`src/rtl/cajero_pkg.sv`:
```
// Shared definitions for the cashier transaction stage: FSM state encoding,
// transaction type codes and BCD digit limits.
package cajero_pkg;

    typedef enum logic [2:0] {
        IDLE             = 3'd0,
        ESPERA_TIPO      = 3'd1,
        RECIBIENDO_MONTO = 3'd2,
        CALCULANDO       = 3'd3,
        FIN              = 3'd4
    } estado_t;

    localparam logic       TIPO_DEPOSITO = 1'b0;
    localparam logic       TIPO_RETIRO   = 1'b1;
    localparam logic [3:0] BCD_MAX       = 4'd9;

    function automatic logic digito_valido(input logic [3:0] d);
        return (d <= BCD_MAX);
    endfunction

endpackage

```
`src/rtl/acumulador_monto.sv`:
```
// Decimal amount accumulator: converts keypad BCD digits into a binary amount,
// rejecting non-BCD codes and digits beyond the configured maximum count.
module acumulador_monto #(
    parameter int MONTO_W       = 32,
    parameter int MONTO_DIGITOS = 8
) (
    input  logic               clk,
    input  logic               reset,
    input  logic               clear,
    input  logic               digito_stb,
    input  logic [3:0]         digito,
    output logic [MONTO_W-1:0] monto
);
    import cajero_pkg::*;

    localparam int CUENTA_W = $clog2(MONTO_DIGITOS + 1);

    logic [MONTO_W-1:0]  monto_r;
    logic [CUENTA_W-1:0] cuenta_r;
    logic                acepta_s;
    logic [MONTO_W-1:0]  siguiente_s;

    // Decide whether the incoming digit is taken and form monto*10 + digit.
    always_comb begin
        acepta_s    = 1'b0;
        siguiente_s = monto_r;
        if (digito_stb && digito_valido(digito) &&
            (cuenta_r < CUENTA_W'(MONTO_DIGITOS))) begin
            acepta_s    = 1'b1;
            siguiente_s = (monto_r << 3'd3) + (monto_r << 3'd1) + MONTO_W'(digito);
        end else begin
            acepta_s    = 1'b0;
            siguiente_s = monto_r;
        end
    end

    // Amount and digit-count registers; clear starts a fresh entry.
    always_ff @(posedge clk) begin
        if (reset) begin
            monto_r  <= '0;
            cuenta_r <= '0;
        end else if (clear) begin
            monto_r  <= '0;
            cuenta_r <= '0;
        end else if (acepta_s) begin
            monto_r  <= siguiente_s;
            cuenta_r <= cuenta_r + CUENTA_W'(1);
        end else begin
            monto_r  <= monto_r;
            cuenta_r <= cuenta_r;
        end
    end

    assign monto = monto_r;

endmodule

```
`src/rtl/controlador_transaccion.sv`:
```
// Transaction sequencer for the cashier: latches balance and type after PIN
// approval, collects the amount, applies one balance update and reports it.
module controlador_transaccion #(
    parameter int BALANCE_W     = 32,
    parameter int MONTO_W       = 32,
    parameter int MONTO_DIGITOS = 8
) (
    input  logic                 clk,
    input  logic                 reset,
    input  logic                 pin_ok,
    input  logic [BALANCE_W-1:0] balance_inicial,
    input  logic                 tipo_trans_stb,
    input  logic                 tipo_trans,
    input  logic                 digito_stb,
    input  logic [3:0]           digito,
    input  logic                 monto_stb,
    input  logic                 cancelar,
    output logic [BALANCE_W-1:0] balance,
    output logic                 balance_actualizado,
    output logic                 entregar_dinero,
    output logic                 fondos_insuficientes,
    output logic [MONTO_W-1:0]   monto,
    output logic                 ocupado,
    output logic                 fin
);
    import cajero_pkg::*;

    localparam int SUMA_W = ((BALANCE_W > MONTO_W) ? BALANCE_W : MONTO_W) + 1;

    estado_t              estado_r;
    logic [BALANCE_W-1:0] balance_r;
    logic                 tipo_r;
    logic                 actualizado_r;
    logic                 entregar_r;
    logic                 insuficiente_r;
    logic                 ocupado_r;
    logic                 fin_r;

    logic [MONTO_W-1:0]   monto_s;
    logic                 limpiar_s;
    logic                 digito_en_s;
    logic [SUMA_W-1:0]    balance_ext_s;
    logic [SUMA_W-1:0]    monto_ext_s;
    logic [SUMA_W-1:0]    suma_s;
    logic [BALANCE_W-1:0] deposito_s;
    logic [BALANCE_W-1:0] retiro_s;
    logic                 insuficiente_s;
    logic                 monto_cero_s;

    // Accumulator control: cancel always wins over type and digit strobes.
    always_comb begin
        limpiar_s   = 1'b0;
        digito_en_s = 1'b0;
        if (!cancelar) begin
            limpiar_s   = (estado_r == ESPERA_TIPO) && tipo_trans_stb;
            digito_en_s = (estado_r == RECIBIENDO_MONTO) && digito_stb;
        end else begin
            limpiar_s   = 1'b0;
            digito_en_s = 1'b0;
        end
    end

    acumulador_monto #(
        .MONTO_W       (MONTO_W),
        .MONTO_DIGITOS (MONTO_DIGITOS)
    ) u_acumulador (
        .clk        (clk),
        .reset      (reset),
        .clear      (limpiar_s),
        .digito_stb (digito_en_s),
        .digito     (digito),
        .monto      (monto_s)
    );

    // Balance arithmetic in a widened domain so carry and borrow are visible.
    always_comb begin
        balance_ext_s  = SUMA_W'(balance_r);
        monto_ext_s    = SUMA_W'(monto_s);
        suma_s         = balance_ext_s + monto_ext_s;
        insuficiente_s = (monto_ext_s > balance_ext_s);
        monto_cero_s   = (monto_s == '0);
        retiro_s       = BALANCE_W'(balance_ext_s - monto_ext_s);
        if (suma_s > SUMA_W'({BALANCE_W{1'b1}})) begin
            deposito_s = {BALANCE_W{1'b1}};
        end else begin
            deposito_s = BALANCE_W'(suma_s);
        end
    end

    // Transaction FSM with registered status and result pulses.
    always_ff @(posedge clk) begin
        if (reset) begin
            estado_r       <= IDLE;
            balance_r      <= '0;
            tipo_r         <= TIPO_DEPOSITO;
            actualizado_r  <= 1'b0;
            entregar_r     <= 1'b0;
            insuficiente_r <= 1'b0;
            ocupado_r      <= 1'b0;
            fin_r          <= 1'b0;
        end else begin
            actualizado_r  <= 1'b0;
            entregar_r     <= 1'b0;
            insuficiente_r <= 1'b0;
            // Status trails the state by one edge so fin follows the FIN state.
            ocupado_r      <= (estado_r != IDLE);
            fin_r          <= (estado_r == FIN);
            case (estado_r)
                IDLE: begin
                    if (pin_ok) begin
                        balance_r <= balance_inicial;
                        estado_r  <= ESPERA_TIPO;
                    end
                end
                ESPERA_TIPO: begin
                    if (cancelar) begin
                        estado_r <= FIN;
                    end else if (tipo_trans_stb) begin
                        tipo_r   <= tipo_trans;
                        estado_r <= RECIBIENDO_MONTO;
                    end
                end
                RECIBIENDO_MONTO: begin
                    if (cancelar) begin
                        estado_r <= FIN;
                    end else if (monto_stb) begin
                        estado_r <= CALCULANDO;
                    end
                end
                CALCULANDO: begin
                    if (!monto_cero_s) begin
                        if (tipo_r == TIPO_DEPOSITO) begin
                            balance_r     <= deposito_s;
                            actualizado_r <= 1'b1;
                        end else if (insuficiente_s) begin
                            insuficiente_r <= 1'b1;
                        end else begin
                            balance_r     <= retiro_s;
                            actualizado_r <= 1'b1;
                            entregar_r    <= 1'b1;
                        end
                    end
                    estado_r <= FIN;
                end
                FIN: begin
                    estado_r <= IDLE;
                end
                default: begin
                    estado_r <= IDLE;
                end
            endcase
        end
    end

    assign balance              = balance_r;
    assign balance_actualizado  = actualizado_r;
    assign entregar_dinero      = entregar_r;
    assign fondos_insuficientes = insuficiente_r;
    assign monto                = monto_s;
    assign ocupado              = ocupado_r;
    assign fin                  = fin_r;

endmodule

```
`config.mk`:
```
export PLATFORM = sky130hd
export DESIGN_NAME = controlador_transaccion
export DESIGN_NICKNAME = d
export VERILOG_FILES = /design/src/rtl/cajero_pkg.sv /design/src/rtl/acumulador_monto.sv /design/src/rtl/controlador_transaccion.sv
export SDC_FILE = /design/constraint.sdc
export NUM_CORES = 1
export LEC_CHECK = 0
export BUFFER_PORTS_ARGS = -buffer_cell sky130_fd_sc_hd__buf_2
export CAP_MARGIN = 30
export CORE_ASPECT_RATIO = 0.5
export CORE_MARGIN = 2
export CORE_UTILIZATION = 35
export CTS_BUF_LIST = sky130_fd_sc_hd__clkbuf_2 sky130_fd_sc_hd__clkbuf_4 sky130_fd_sc_hd__clkbuf_8
export CTS_CLUSTER_SIZE = 12
export DETAILED_ROUTE_END_ITERATION = 6
export GPL_ROUTABILITY_DRIVEN = 0
export GPL_TIMING_DRIVEN = 1
export PLACE_DENSITY_LB_ADDON = 0.05
export SLEW_MARGIN = 20
export SYNTH_ARGS = -nofsm -noshare
export SYNTH_HDL_FRONTEND = slang
export SYNTH_SLANG_ARGS = --single-unit
export TNS_END_PERCENT = 20
```
`constraint.sdc`:
```
create_clock -name clk -period 3.28 [get_ports clk]
set_input_delay 0.164 -clock clk [delete_from_list [all_inputs] [get_ports clk]]
set_output_delay 0.164 -clock clk [all_outputs]
set_load 0.05 [all_outputs]
```
; Yosys cells after proc, flatten, opt, wreduce, memory -nomap -nowiden
; Cells that the tools add are included.
[word_totals]
ff_bits = 77
latch_bits = 0
ram_bits = 0
romBits = 0
out_inout_bits = 69
elab_cells = 64
mem_count = 0
[op_classes]
addsub = 5
n_mul = 0
n_div = 0
n_lt_le_gt_ge = 4
eq_ne = 9
n_shift = 0
mux = 18
bitwise_logic = 3
n_reduce_logical = 15
[ops]
columns = operator, n
row1 = $mux W32, 5
row2 = $pmux W32 S2, 1
row3 = $add A32 B32 Y33, 1
row4 = $gt A33 B32 Y1 const B, 1
row5 = $add A32 B32 Y32, 1
row6 = $add A32 B4 Y32, 1
row7 = $gt A32 B32 Y1, 1
row8 = $logic_not A32 Y1, 1
row9 = $sub A32 B32 Y32, 1
row10 = $mux W3, 5
row11 = $pmux W3 S4, 1
row12 = $ne A3 B3 Y1 const B, 3
row13 = $eq A3 B2 Y1 const B, 2
row14 = $mux W1, 6
row15 = $reduce_and A3 Y1, 2
row16 = $add A4 B1 Y4 const B, 1
row17 = $le A4 B4 Y1 const B, 1
row18 = $logic_and A1 B1 Y1, 4
row19 = $lt A4 B4 Y1 const B, 1
row20 = $ne A2 B2 Y1 const B, 2
row21 = $reduce_and A4 Y1, 1
row22 = $reduce_or A4 Y1, 1
row23 = $eq A3 B1 Y1 const B, 1
row24 = $eq A3 B3 Y1 const B, 1
row25 = other kinds (7), 9

; Logic depth before layout (Yosys ltp)
[depth]
ltp_word = 7
ltp_mapped = 16

; Hierarchy
; From an unflattened synthesis, not the netlist that was laid out.
[unflattened]
hier_cells = 1209
area_unflattened_um2 = 9086.2
[by_module_without_submodules]
columns = module, instances, cells_each, area_per_inst_um2, seq_area_each_um2
row1 = controlador_transaccion, 1, 795, 5751.8, 820.8
row2 = acumulador_monto, 1, 414, 3334.4, 720.7

; Worst setup path before layout
; OpenSTA, ideal clock, no wires.
[synth_timing]
kind = flip-flop to flip-flop
from = reg u_acumulador.monto_r[0] (netlist: u_acumulador.monto[0])
to = reg u_acumulador.monto_r[31] (netlist: u_acumulador.monto[31])
t_arrival_ns = 3.698
t_required_ns = 3.163
path_slack_ns = -0.535
stages_incl_launch_ff = 14
path_buffers = 0
period_less_slack_ns = 3.815
cell_sequence = dfxtp_1 -> fa_1 -> ha_1 -> a211o_1 -> o211ai_1 -> a2111oi_0 -> a211o_1 -> o22a_1 -> a41oi_1 -> a21oi_1 -> a21o_1 -> a21oi_1 -> xnor2_1 -> a22o_1
[synth_via]
elab_chain_cells = 2
[synth_rtl]
columns = item, line_no
row1 = "start, declared", acumulador_monto.sv:18  ; logic [MONTO_W-1:0] monto_r;
row2 = "start signal, assigned", acumulador_monto.sv:46  ; monto_r <= siguiente_s;
row3 = "start signal, assigned", acumulador_monto.sv:49  ; monto_r <= monto_r;
row4 = $add A32 B32 Y32, acumulador_monto.sv:30  ; siguiente_s = (monto_r << 3'd3) + (monto_r << 3'd1) + MONTO_W'(digito);
row5 = $add A32 B4 Y32, acumulador_monto.sv:30
; No other way between the ends.
; A chain may end at the register's enable or synchronous reset.

; Worst setup path after layout
[layout_timing]
from = reg u_acumulador.monto_r[1] (netlist: u_acumulador.monto[1])
to = reg u_acumulador.monto_r[28] (netlist: u_acumulador.monto[28])
; The elaborated chain is that of the path after synthesis.

==> run summary <==
clk sinks: 77
die width: 223 µm
Core Rows: 39
CP Cell Sequence: ha_1 > ha_4 > fa_2 > a211oi_2 > o21a_1 > nor4_2 > nor4_1 > nor2_1 > a31o_2 > a31oi_4 > o21bai_4 > a21oi_1 > xnor2_1 > a22o_1
Die Y: 114 µm
Setup TNS: -0.122 ns
synth top area cells: dfxtp_1 18%, ha_1 18%, a21oi_1 7.1%
failing checks: negative setup slack
post-DP HPWL: 26700 µm
Final ANT Viol Nets: 0
most common cell in the netlist: ha_1
final-stage net count: 1550
worst hold stages: 3
fmax: 301 MHz
CP delay by family, top: compound AO/OA/AOI/OAI gates
Slowest cell on crit path: fa_2
Syn-to-layout area delta: 37.7%
Max-Cap Viols: 0
Largest stage delay, worst path: 0.40 ns
DIE AREA: 25300 µm²
WP data arrival: 3.65 ns
Core ar.: 23200 µm²
Peak VDD IR: 0.165 mV
largest area contributor in the netlist: dfxtp_1
Final period util: 101%
Synth top area share: 18.4%
commonest cells in the netlist: 123 x ha_1, 119 x a21oi_1, 103 x nand2_1
Critical Path Fanout Max: 4
worst clock skew: 0.0116 ns
clock tree buffer depth: 2
area of the mapped netlist: 8400 µm²
H-tree Lvls: 3
setup ws final: -0.0400 ns
CTS tree: built
Tightest Hold Check Type: in2reg
Post-synth EDFFs: 0
Buf+Inv Stages, Crit Path: 0
asr flop ratio synth: 0%
Vias: 9338
final hold viol count: 0
RSZ-0062 raised after global routing: true
Worst setup SP type: flop
Clk pin slew, worst setup/hold paths: 0.10 ns
Port Buffers: 112
routed wire length: 34000 µm
worst skew pair latency: 0.43 ns
Slew @ Worst Pin: 0.966 ns
DRT Pass-1 Iters: 5
share of layout cells above drive strength 1: 33.0%
pwr dens: 308 nW/µm²
# IOs: 113
Crit Path Class: reg2reg
yosys warns: 0
Syn Area/Cell: 7.54 µm²
post-layout util: 49.9%
Max-slew headroom: 35.0%
cell count along the critical path: 14
vias in the first global route: 8991
post-synthesis net count: 1285
R2R depth: 14
initial antenna violation count: 1
P_leak: 0.00549 µW
sequential area share after synthesis: 18.4%
DRC Markers: 0
total track usage: 26.9%
post-synthesis instance total: 1114
largest net degree at the start of global routing: 42
Total Power: 3560 µW
CP endpoint kind: flop
Post-synth top flop: dfxtp_1
Worst EP required: 3.61 ns
Finished Cell Area: 11600 µm²
status: complete, but fails checks
endpoints failing setup: 6
number of distinct library cells after synthesis: 73
wire length per cell: 20.1 µm
synthesized flop and latch total: 77
first-pass GRT wire length: 51900 µm
Num CTS Buffers: 9
DR iter-0 viols: 798
Setup WS pre-CTS: -0.361 ns
Overflow after GRT: 0
DR vias/cell: 5.52
initial core utilization: 36.2%
Final Max Slew Viols: 0
Area after DPL: 10600 µm²
post-route minimum period: 3.32 ns
Root Buffer: clkbuf_8
## timing repair
action                                  CTS  global route
buffers inserted                         16             6
hold buffers                              8             0
endpoints found under the setup margin   38            40
hold endpoints to repair                  8             0
pin swaps                                27            60
gates resized for setup                  35            66
## final timing paths
kind	start	end	slack, ns
worst max-delay path	u_acumulador.monto[1]	u_acumulador.monto[28]	-0.04
worst min-delay path	balance_inicial[4]	balance[4]	0.03
worst max register to register	u_acumulador.monto[1]	u_acumulador.monto[28]	-0.04
worst min register to register	u_acumulador.cuenta_r[1]	u_acumulador.cuenta_r[1]	0.49
## routing by layer
layer / vias to the layer above / global-route usage [%] / wire length, µm
met5: - / 0 / 0
met4: 0 / 5.91 / 398
met3: 33 / 7.16 / 2650
met2: 269 / 39.4 / 14000
met1: 4459 / 39.1 / 16900
li1: 4577 / - / -
## power breakdown
group          leakage (µW)  internal, µW  total [µW]  switching, µW
clock             0.0000967           288         782            494
combinational       0.00475           724        1730           1000
sequential         0.000646           982        1050           65.5
total               0.00549          1990        3560           1560
## kinds of logic (layout without fill, tap and decap cells)
family                     Yosys count  count (layout)  share of synthesized area (%)
muxes                                6               6                          0.730
DFF                                 77              77                           18.4
buffers and inverters              138             408                           6.44
AOI/OAI and AO/OA                  357             357                           29.0
xor gates and xnor gates            68              68                           7.09
and+or+nand+nor                    341             341                           19.1
other                                0               2                              0
adders and majority gates          127             127                           19.3
## registers in the layout (all words and copies together), names as in the netlist
name                   count
entregar_dinero            1
tipo_r                     1
fin                        1
u_acumulador.cuenta_r      4
u_acumulador.monto        32
fondos_insuficientes       1
ocupado                    1
balance                   32
balance_actualizado        1
estado_r                   3
## area by class of cell
type                    instances  area (µm²)
clock buffers                   9         124
flip-flops and latches         77        1620
repair buffers                319        2200
multi-input cells             899        6900
fillers                      2287       11600
inverters                      73         277
well taps                     307         384
diodes                          2        5.00
clock inverters                 7        56.3
## through the flow
step | instances | hold WS [ns]
finish | 1693 | 0.0342
global route | 1692 | 0.0461
CTS | 1687 | 0.00857
detailed placement | 1647 | 0.428
global placement | 1647 | 0.410
floorplan | 1114 | 0.290
## worst min-delay path, cell delays in order
cell	delay, ns
buf_2	0.09
a211oi_2	0.06
nor3_1	0.11
## cell usage in the layout, fill, tap and decap left out, types with 33 or more instances in the layout
cell     netlist  final
buf_4          1    188
buf_2          9    112
a21oi_1      119    111
ha_1         123    104
nand2_1      103    103
nor2_1        96     94
inv_1         66     63
xnor2_1       50     49
dfxtp_1       77     48
a21o_1        33     33
(Power assumes the default switching activity.)
